**config.mk**
```make
export PLATFORM = sky130hd
export DESIGN_NAME = image_pipe_reg_blk
export DESIGN_NICKNAME = d
export VERILOG_FILES = /design/src/rtl/image_pipe_reg_pkg.sv /design/src/rtl/image_pipe_reg_rd_pipe.sv /design/src/rtl/image_pipe_reg_blk.sv
export SDC_FILE = /design/constraint.sdc
export NUM_CORES = 1
export LEC_CHECK = 0
export CAP_MARGIN = 10
export CORE_ASPECT_RATIO = 0.7
export CORE_MARGIN = 2
export CORE_UTILIZATION = 44
export DETAILED_ROUTE_END_ITERATION = 10
export PLACE_DENSITY = 0.75
export SETUP_SLACK_MARGIN = 0.3
export SYNTH_ARGS = -nofsm -noshare
export SYNTH_HDL_FRONTEND = slang
export SYNTH_SLANG_ARGS = --single-unit
```
**constraint.sdc**
```tcl
create_clock -name reg_cpu_clk -period 1.7 [get_ports reg_cpu_clk]
set_input_delay 0.17 -clock reg_cpu_clk [delete_from_list [all_inputs] [get_ports reg_cpu_clk]]
set_output_delay 0.17 -clock reg_cpu_clk [all_outputs]
set_load 0.01 [all_outputs]
```
**src/rtl/image_pipe_reg_pkg.sv**
```systemverilog
// Shared register-map constants, reset values and register index type
// for the image pipe register block.
package image_pipe_reg_pkg;

    localparam logic [7:0] OFF_CTRL      = 8'h00;
    localparam logic [7:0] OFF_IMG_SIZE  = 8'h04;
    localparam logic [7:0] OFF_THRESH    = 8'h08;
    localparam logic [7:0] OFF_STATUS    = 8'h0C;
    localparam logic [7:0] OFF_INT_STAT  = 8'h10;
    localparam logic [7:0] OFF_INT_EN    = 8'h14;
    localparam logic [7:0] OFF_FRAME_CNT = 8'h18;
    localparam logic [7:0] OFF_VERSION   = 8'h1C;

    localparam logic [15:0] RST_WIDTH  = 16'd640;
    localparam logic [15:0] RST_HEIGHT = 16'd480;
    localparam logic [7:0]  RST_THRESH = 8'd128;

    localparam logic [31:0] VERSION_VAL = 32'h0001_0200;

    typedef enum logic [2:0] {
        REG_CTRL      = 3'd0,
        REG_IMG_SIZE  = 3'd1,
        REG_THRESH    = 3'd2,
        REG_STATUS    = 3'd3,
        REG_INT_STAT  = 3'd4,
        REG_INT_EN    = 3'd5,
        REG_FRAME_CNT = 3'd6,
        REG_VERSION   = 3'd7
    } reg_idx_e;

endpackage

```
**src/rtl/image_pipe_reg_rd_pipe.sv**
```systemverilog
// RD_LAT-deep read-data delay line; data captured at request time and
// held at the output between valid pulses.
module image_pipe_reg_rd_pipe #(
    parameter int unsigned DW     = 32,
    parameter int unsigned RD_LAT = 1
) (
    input  logic          reg_cpu_clk,
    input  logic          rst,
    input  logic          req_vld,
    input  logic [DW-1:0] req_data,
    output logic          rdv,
    output logic [DW-1:0] rd_data
);

    logic [RD_LAT-1:0] vld;
    logic [DW-1:0]     data [RD_LAT];

    // Each data stage only loads behind a valid, so bubbles never overwrite
    // the last delivered word.
    always_ff @(posedge reg_cpu_clk) begin
        if (rst) begin
            vld <= '0;
            for (int unsigned i = 0; i < RD_LAT; i++) data[i] <= '0;
        end else begin
            vld[0] <= req_vld;
            if (req_vld) data[0] <= req_data;
            for (int unsigned i = 1; i < RD_LAT; i++) begin
                vld[i] <= vld[i-1];
                if (vld[i-1]) data[i] <= data[i-1];
            end
        end
    end

    assign rdv     = vld[RD_LAT-1];
    assign rd_data = data[RD_LAT-1];

endmodule

```
**src/rtl/image_pipe_reg_blk.sv**
```systemverilog
// Image pipe register block: CPU bus decode, double-buffered geometry and
// threshold, status, interrupts and frame counter.
module image_pipe_reg_blk
    import image_pipe_reg_pkg::*;
#(
    parameter int unsigned DW     = 32,
    parameter int unsigned AW     = 32,
    parameter int unsigned RD_LAT = 1
) (
    input  logic          reg_cpu_clk,
    input  logic          rst,
    input  logic          reg_cpu_cs,
    input  logic [AW-1:0] reg_cpu_addr,
    input  logic [DW-1:0] reg_cpu_wr_data,
    input  logic          reg_cpu_we,
    input  logic          reg_cpu_re,
    output logic [DW-1:0] reg_cpu_rd_data,
    output logic          reg_cpu_rdv,
    input  logic          pipe_frame_start,
    input  logic          pipe_frame_done,
    input  logic          pipe_overflow,
    input  logic          pipe_busy,
    output logic          cfg_enable,
    output logic          cfg_soft_rst,
    output logic [15:0]   cfg_width,
    output logic [15:0]   cfg_height,
    output logic [7:0]    cfg_thresh,
    output logic          irq
);

    logic        mapped;
    reg_idx_e    sel;
    logic        wr_en;
    logic        rd_req;
    logic [15:0] stg_width;
    logic [15:0] stg_height;
    logic [7:0]  stg_thresh;
    logic        shadow_pending;
    logic [1:0]  int_stat;
    logic [1:0]  int_en;
    logic [15:0] frame_cnt;
    logic [1:0]  w1c_mask;
    logic [1:0]  int_set;
    logic [DW-1:0] rd_mux;

    assign mapped   = (reg_cpu_addr[AW-1:5] == '0);
    assign sel      = reg_idx_e'(reg_cpu_addr[4:2]);
    assign wr_en    = reg_cpu_cs & reg_cpu_we & mapped;
    assign rd_req   = reg_cpu_cs & reg_cpu_re & ~reg_cpu_we;
    assign w1c_mask = (wr_en && sel == REG_INT_STAT) ? reg_cpu_wr_data[1:0] : 2'b00;
    assign int_set  = {pipe_overflow, pipe_frame_done};

    // Commit is assigned before the staging write so a coincident write
    // re-stages its value and keeps shadow_pending set.
    always_ff @(posedge reg_cpu_clk) begin
        if (rst) begin
            cfg_enable     <= 1'b0;
            cfg_soft_rst   <= 1'b0;
            stg_width      <= RST_WIDTH;
            stg_height     <= RST_HEIGHT;
            stg_thresh     <= RST_THRESH;
            cfg_width      <= RST_WIDTH;
            cfg_height     <= RST_HEIGHT;
            cfg_thresh     <= RST_THRESH;
            shadow_pending <= 1'b0;
            int_stat       <= '0;
            int_en         <= '0;
            frame_cnt      <= '0;
            irq            <= 1'b0;
        end else begin
            cfg_soft_rst <= 1'b0;
            if (pipe_frame_start) begin
                cfg_width      <= stg_width;
                cfg_height     <= stg_height;
                cfg_thresh     <= stg_thresh;
                shadow_pending <= 1'b0;
            end
            if (wr_en) begin
                unique case (sel)
                    REG_CTRL: begin
                        cfg_enable   <= reg_cpu_wr_data[0];
                        cfg_soft_rst <= reg_cpu_wr_data[1];
                    end
                    REG_IMG_SIZE: begin
                        stg_width      <= reg_cpu_wr_data[15:0];
                        stg_height     <= reg_cpu_wr_data[31:16];
                        shadow_pending <= 1'b1;
                    end
                    REG_THRESH: begin
                        stg_thresh     <= reg_cpu_wr_data[7:0];
                        shadow_pending <= 1'b1;
                    end
                    REG_INT_EN: int_en <= reg_cpu_wr_data[1:0];
                    default: ;
                endcase
            end
            int_stat <= (int_stat & ~w1c_mask) | int_set;
            if (pipe_frame_done) frame_cnt <= frame_cnt + 16'd1;
            irq <= |(int_stat & int_en);
        end
    end

    always_comb begin
        rd_mux = '0;
        if (mapped) begin
            unique case (sel)
                REG_CTRL:      rd_mux[0]     = cfg_enable;
                REG_IMG_SIZE:  rd_mux        = {stg_height, stg_width};
                REG_THRESH:    rd_mux[7:0]   = stg_thresh;
                REG_STATUS:    rd_mux[1:0]   = {shadow_pending, pipe_busy};
                REG_INT_STAT:  rd_mux[1:0]   = int_stat;
                REG_INT_EN:    rd_mux[1:0]   = int_en;
                REG_FRAME_CNT: rd_mux[15:0]  = frame_cnt;
                REG_VERSION:   rd_mux        = VERSION_VAL;
                default: ;
            endcase
        end
    end

    image_pipe_reg_rd_pipe #(
        .DW     (DW),
        .RD_LAT (RD_LAT)
    ) u_rd_pipe (
        .reg_cpu_clk (reg_cpu_clk),
        .rst         (rst),
        .req_vld     (rd_req),
        .req_data    (rd_mux),
        .rdv         (reg_cpu_rdv),
        .rd_data     (reg_cpu_rd_data)
    );

endmodule

```
==> results of run 1 <==
==> path summary, 6_finish.rpt <==
path              cells after the start              to  slack, ps
setup reg to reg                      5   frame_cnt[14]        290
hold / removal                        3   cfg_thresh[1]        290
hold reg to reg                       2  shadow_pending        470
setup / recovery                      5   frame_cnt[14]        290
==> stage by stage <==
stage	total power [mW]	area, µm²	TNS [ps]
6_report	7.613	8584	0
5_1_grt	7.847	8584	0
4_1_cts	7.640	8452	0
3_5_place_dp	4.128	7844	-23680
3_3_place_gp	4.117	7844	-19370
2_1_floorplan	3.723	5903	0
==> kinds of logic (layout without fill, tap and decap cells) <==
kind of cell	count (synthesis)	in the layout	share of synthesized area [%]
buf+inv	55	245	3.709
compound gates	104	104	12.05
simple gates	212	212	20.55
mux	52	52	9.034
flops	137	137	52.78
xor+xnor	11	11	1.660
fa+ha+maj	1	1	0.2156
==> cells in the final DEF (no fill, tap or decap), drive strengths merged, types with 3 or more instances in the layout <==
cell type	netlist	final
clkdlybuf4s50	0	36
inv	2	7
o31ai	32	32
clkdlybuf4s15	0	7
or4	4	4
a21oi	37	37
dfxtp	105	105
clkinv	0	4
mux2	3	3
clkbuf	49	36
nand3b	4	4
and4	4	4
nand3	7	7
buf	4	69
nor4	8	8
nor2	80	80
xor2	9	9
edfxtp	32	32
mux2i	49	49
nor2b	11	11
nand2b	14	14
nand2	14	14
dlygate4sd2	0	80
nand4	38	38
nor3	4	4
a211o	7	7
and3	18	18
a22oi	15	15
a2bb2oi	6	6
==> flip-flops by register name, summed over array words and instances (netlist names) <==
register	flops
shadow_pending	1
irq	1
stg_thresh	8
u_rd_pipe.data	32
frame_cnt	16
cfg_thresh	8
int_en	2
int_stat	2
cfg_enable	1
cfg_soft_rst	1
cfg_height	16
stg_height	16
cfg_width	16
u_rd_pipe.rdv	1
stg_width	16
==> power groups by stage <==
stage	registers, mW	clock network [mW]	logic (mW)
floorplan	3.52	0	0.207
global placement	3.49	0	0.629
detailed placement	3.49	0	0.639
CTS	3.41	3.64	0.591
global route	3.42	3.79	0.645
finish	3.41	3.60	0.604
==> what timing repair did <==
item | 4_1_cts | 5_1_grt
hold endpoints to repair | 0 | 0
setup endpoints to repair | 159 | 74
gates resized for setup | 139 | 65
pin swaps | 16 | 19
hold buffers | 0 | 0
setup buffers | 12 | 6
gates cloned | 1 | 2
==> worst min-delay path: cells and delay by family <==
kind,cells,cell delay [ps]
buffers and inverters,1,250
multiplexers,1,170
AND/OR/NAND/NOR,1,80
==> routing by layer <==
layer / share of wire [%] / vias to the layer above
met3: 8.4 / 25
met2: 46 / 259
met1: 43 / 2473
met4: 1.8 / 0
met5: 0 / -
li1: - / 2454
==> area by class of cell <==
| cell class | instances | area [µm²] | share of cell area [%] |
|---|---|---|---|
| clock inverter | 13 | 143.9 | 1.676 |
| inverter | 2 | 7.507 | 0.08745 |
| multi-input combinational | 380 | 2705 | 31.51 |
| clock buffer | 18 | 429.2 | 4.999 |
| sequential | 137 | 3089 | 35.99 |
| timing repair buffer | 212 | 2002 | 23.32 |
| tap | 166 | 207.7 | 2.419 |
==> results.tsv, run 1 <==
metric	value	unit
setup_ws	290.6	ps
cts_htree_levels	4	
die_x	141.3	µm
fin_crit	1409	ps
pre_cts_slack	-443.6	ps
post-place-cells	876	
grt_pass1_vias	5085	
final_core_util	66.00	%
slowest_delay	380	ps
via_per_inst	5.615	
ys_warn_count	0	
synth_seq_cells	137	
worst_slew_pin_slew	501.8	ps
maxCapViolations	0	
cp_cell_sequence	ha_4 -> and3_4 -> nand4_1 -> or3_4 -> a21oi_2	
hp-start	pipe_frame_start	
ys.flop_type	dfxtp_1	
internal-power	5.856	mW
die_h	100.1	µm
cts_buffers	17	
grt-ovfl-total	0	
powerDensity	886.8	nW/µm²
hold_violations	0	
syn_nets	646	
drc	0	
n_antenna_cell	0	
syn_to_final_growth	47.93	%
start_kind	flop	
grt_usage	23.55	%
via_count	5211	
synth_edf_count	32	
rsz0062_at_grt	true	
p_comb_share	7.9	%
cpLargestDelayFamily	simple AND/OR/NAND/NOR gates	
p_sw_share	23.07	%
p_seq_share	44.8	%
dr.first_iter.drc_count	385	
synthTopCellsByCount	dfxtp_1, nor2_1, clkbuf_1, mux2i_1	
async_flop_share	0	%
clockBufferDepth	2	
worstPathArrival	1750	ps
dp_hpwl	11160	µm
r2r_start	frame_cnt[0]	
stdcell_count	928	
yosysSeqAreaShare	52.78	%
cts_root_buffer	clkbuf_16	
start_util	44.62	%
synth_top_cell_area_share	36.22	%
nFillCells	971	
status	finished, final reports clean	
cp.required	2040	ps
pin_count	149	
nNetsFinal	824	
grt.met3_usage	5.344	%
routed_wl	16860	µm
cp_max_fo	3	
relSlewSlack	66.54	%
max_freq	709.5	MHz
post-route-period-util	82.91	%
clockPowerShare	47.3	%
yosys-top-cells-area	dfxtp_1, edfxtp_1, mux2i_1	
clkLatencyLatePin	410	ps
grt_use_met1	31.72	%
synth.most_common_cell	dfxtp_1	
use_met2	37.23	%
drt_first_pass_iters	5	
cp_slowest_cell	or3_4	
antenna_found_initial	0	
drive_above_1_share	21.92	%
crit_type	reg -> reg	
finalSetupViolations	0	
numClockSinks	137	
ys_types	43	
clk_pin_slew	60	ps
holdWs	293.4	ps
avgSynthCellArea	10.15	µm²
detail-route-antenna-nets	0	
power_leakage	3.526	nW
p_sw	1.756	mW
port_buffers	146	
peakVddDrop	545.4	µV
busiest_layer	met2	
die_area	14140	µm²
synth_cells	572	
grt_pass1_wl	25920	µm
cp-startpoint	frame_cnt[0]	
wl_per_cell	18.17	µm
slew_violations	0	
min_path_type	in -> reg	
crit_buf_inv	0	
clock_skew	6.815	ps
netlist_area	5803	µm²
gp_congestion	0.8468	
yosys.area.top_type	dfxtp_1	
end_kind	flop	
rows	35	
coreArea	13010	µm²
cts_tree	built	
grt_max_degree	115	
Power figures use the tool's default switching activity.
==> inputs of run 2 (changes only) <==
Settings changed: CORE_UTILIZATION 44 to 49, PLACE_DENSITY 0.75 to 0.79.
Clock period 1.7 ns to 1.4 ns, I/O delays scaled along.
==> results.tsv, run 2 (synthesis gave the netlist of run 1 again) <==
metric	value	unit	change
status	finished with violations		was finished, final reports clean
violations	setup timing		
clockBufferDepth	2		unchanged
cts_htree_levels	4		unchanged
drive_above_1_share	47.06	%	was 21.92%
die_area	12740	µm²	was 14140 µm²
slew_violations	0		unchanged
final_core_util	83.33	%	was 66.00%
dp_hpwl	11090	µm	was 11160 µm
clockPowerShare	48.3	%	was 47.3%
nFillCells	566		was 971
gp_congestion	0.8237		was 0.8468
crit_type	reg -> reg		unchanged
n_antenna_cell	0		unchanged
syn_to_final_growth	67.21	%	was 47.93%
post-place-cells	873		was 876
mostFrequentLayoutCell	buf_2		was dfxtp_1
r2r-end	frame_cnt[13]		was frame_cnt[14]
start_util	49.84	%	was 44.62%
peakVddDrop	1022	µV	was 545.4 µV
relSlewSlack	64.62	%	was 66.54%
nNetsFinal	860		was 824
routed_wl	23720	µm	was 16860 µm
cp_max_fo	8		was 3
min_path_type	in -> reg		unchanged
hp-start	rst		was pipe_frame_start
maxCapViolations	0		unchanged
stdcell_count	956		was 928
worstPathArrival	1860	ps	was 1750 ps
setup_tns	-317.2	ps	was 0 ps
rows	33		was 35
port_buffers	146		unchanged
mostFrequentLayoutCells	buf_2, dfxtp_1, nor2_1		was dfxtp_1, dlygate4sd2_1, nor2_1
grt_pass1_wl	32720	µm	was 25920 µm
drt_first_pass_iters	8		was 5
clk_pin_slew	70	ps	was 60 ps
clock_skew	8.534	ps	was 6.815 ps
use_met2	56.71	%	was 37.23%
rrSetupSlack	-160	ps	was 290 ps
post-route-period-util	111.3	%	was 82.91%
grt_usage	34.28	%	was 23.55%
p_comb_share	8.6	%	was 7.9%
cts_buffers	17		unchanged
via_per_inst	6.417		was 5.615
cts_hold_buf	0		unchanged
min_to	u_rd_pipe.rdv		was cfg_thresh[1]
p_sw	2.371	mW	was 1.756 mW
rsz0062_at_grt	true		unchanged
p_sw_share	24.61	%	was 23.07%
die_x	134.1	µm	was 141.3 µm
detail-route-antenna-nets	0		unchanged
setup_ws	-157.9	ps	was 290.6 ps
end_kind	flop		unchanged
via_count	6135		was 5211
dr.first_iter.drc_count	853		was 385
hold_violations	0		unchanged
internal-power	7.264	mW	was 5.856 mW
clkLatencyLatePin	430	ps	was 410 ps
coreArea	11640	µm²	was 13010 µm²
grt.met3_usage	9.091	%	was 5.344%
antenna_found_initial	0		unchanged
largest_register_ffs	32		unchanged
p_seq_share	43.1	%	was 44.8%
drc	0		unchanged
worst_slew_pin_slew	530.6	ps	was 501.8 ps
finalSetupViolations	4		was 0
cts_root_buffer	clkbuf_16		unchanged
cts_tree	built		unchanged
pre_cts_slack	-771.8	ps	was -443.6 ps
grt_use_met1	42.55	%	was 31.72%
die_h	95.05	µm	was 100.1 µm
pin_count	149		unchanged
start_kind	flop		unchanged
r2r_start	frame_cnt[4]		was frame_cnt[0]
r2r_cells	5		unchanged
power_leakage	3.774	nW	was 3.526 nW
grt_max_degree	59		was 115
grt_pass1_vias	5833		was 5085
grt-ovfl-total	0		unchanged
busiest_layer	met2		unchanged
top_register	u_rd_pipe.data		unchanged
fin_crit	1558	ps	was 1409 ps
cp.required	1710	ps	was 2040 ps
max_freq	641.9	MHz	was 709.5 MHz
hold_depth	5		was 3
numClockSinks	137		unchanged
powerDensity	993.1	nW/µm²	was 886.8 nW/µm²
wl_per_cell	24.81	µm	was 18.17 µm
## run 2: cell type report
class,count,area (µm²),share of cell area (%)
well taps,157,196.4,2.024
repair buffers,248,2391,24.64
flip-flops and latches,137,3094,31.89
multi-input cells,380,3417,35.22
inverters,2,7.507,0.07737
clock inverters,13,142.6,1.470
clock buffers,19,454.2,4.681
## run 2: worst max-delay path by stage
stage / from / to / slack, ps / depth (start not counted)
floorplan: reg_cpu_addr[31] / u_rd_pipe.data[0][10] / -170 / 6
global placement: reg_cpu_addr[22] / u_rd_pipe.data[0][12] / -670 / 6
detailed placement: reg_cpu_addr[22] / u_rd_pipe.data[0][13] / -770 / 6
CTS: reg_cpu_addr[29] / u_rd_pipe.data[0][0] / -20 / 6
global route: frame_cnt[5] / frame_cnt[13] / -190 / 5
finish: frame_cnt[4] / frame_cnt[13] / -160 / 5
## run 2: power groups by stage
stage | Combinational (mW) | Clock, mW | Sequential [mW]
floorplan | 0.256 | 0 | 4.27
global placement | 0.766 | 0 | 4.24
detailed placement | 0.779 | 0 | 4.24
CTS | 0.782 | 4.57 | 4.15
global route | 0.869 | 4.82 | 4.16
finish | 0.830 | 4.66 | 4.15
## run 2: routing by layer
layer | wire length [µm] | vias to the layer above
met5 | 0 | -
met4 | 1233 | 0
met3 | 2589 | 136
met2 | 10900 | 536
met1 | 8996 | 2917
li1 | - | 2546
## run 2: worst max-delay path, stage by stage (launching register included)
cell and delay (ps):
dfxtp_2 360, and4_4 250, nand3_4 120, buf_4 170
o31ai_1 430, a21oi_2 120
## run 2: through the flow
stage	hold slack, ps	cell area, µm²	power (mW)
floorplan	274.0	6026	4.527
global placement	460.3	7880	5.002
detailed placement	474.9	7880	5.017
CTS	108.0	9294	9.501
global route	216.6	9703	9.847
finish	214.6	9703	9.636
## run 2: timing repair
action | 4_1_cts | 5_1_grt
setup endpoints to repair | 184 | 108
cloned | 13 | 0
pin swaps | 92 | 46
buffers inserted | 27 | 11
resized for setup | 572 | 67
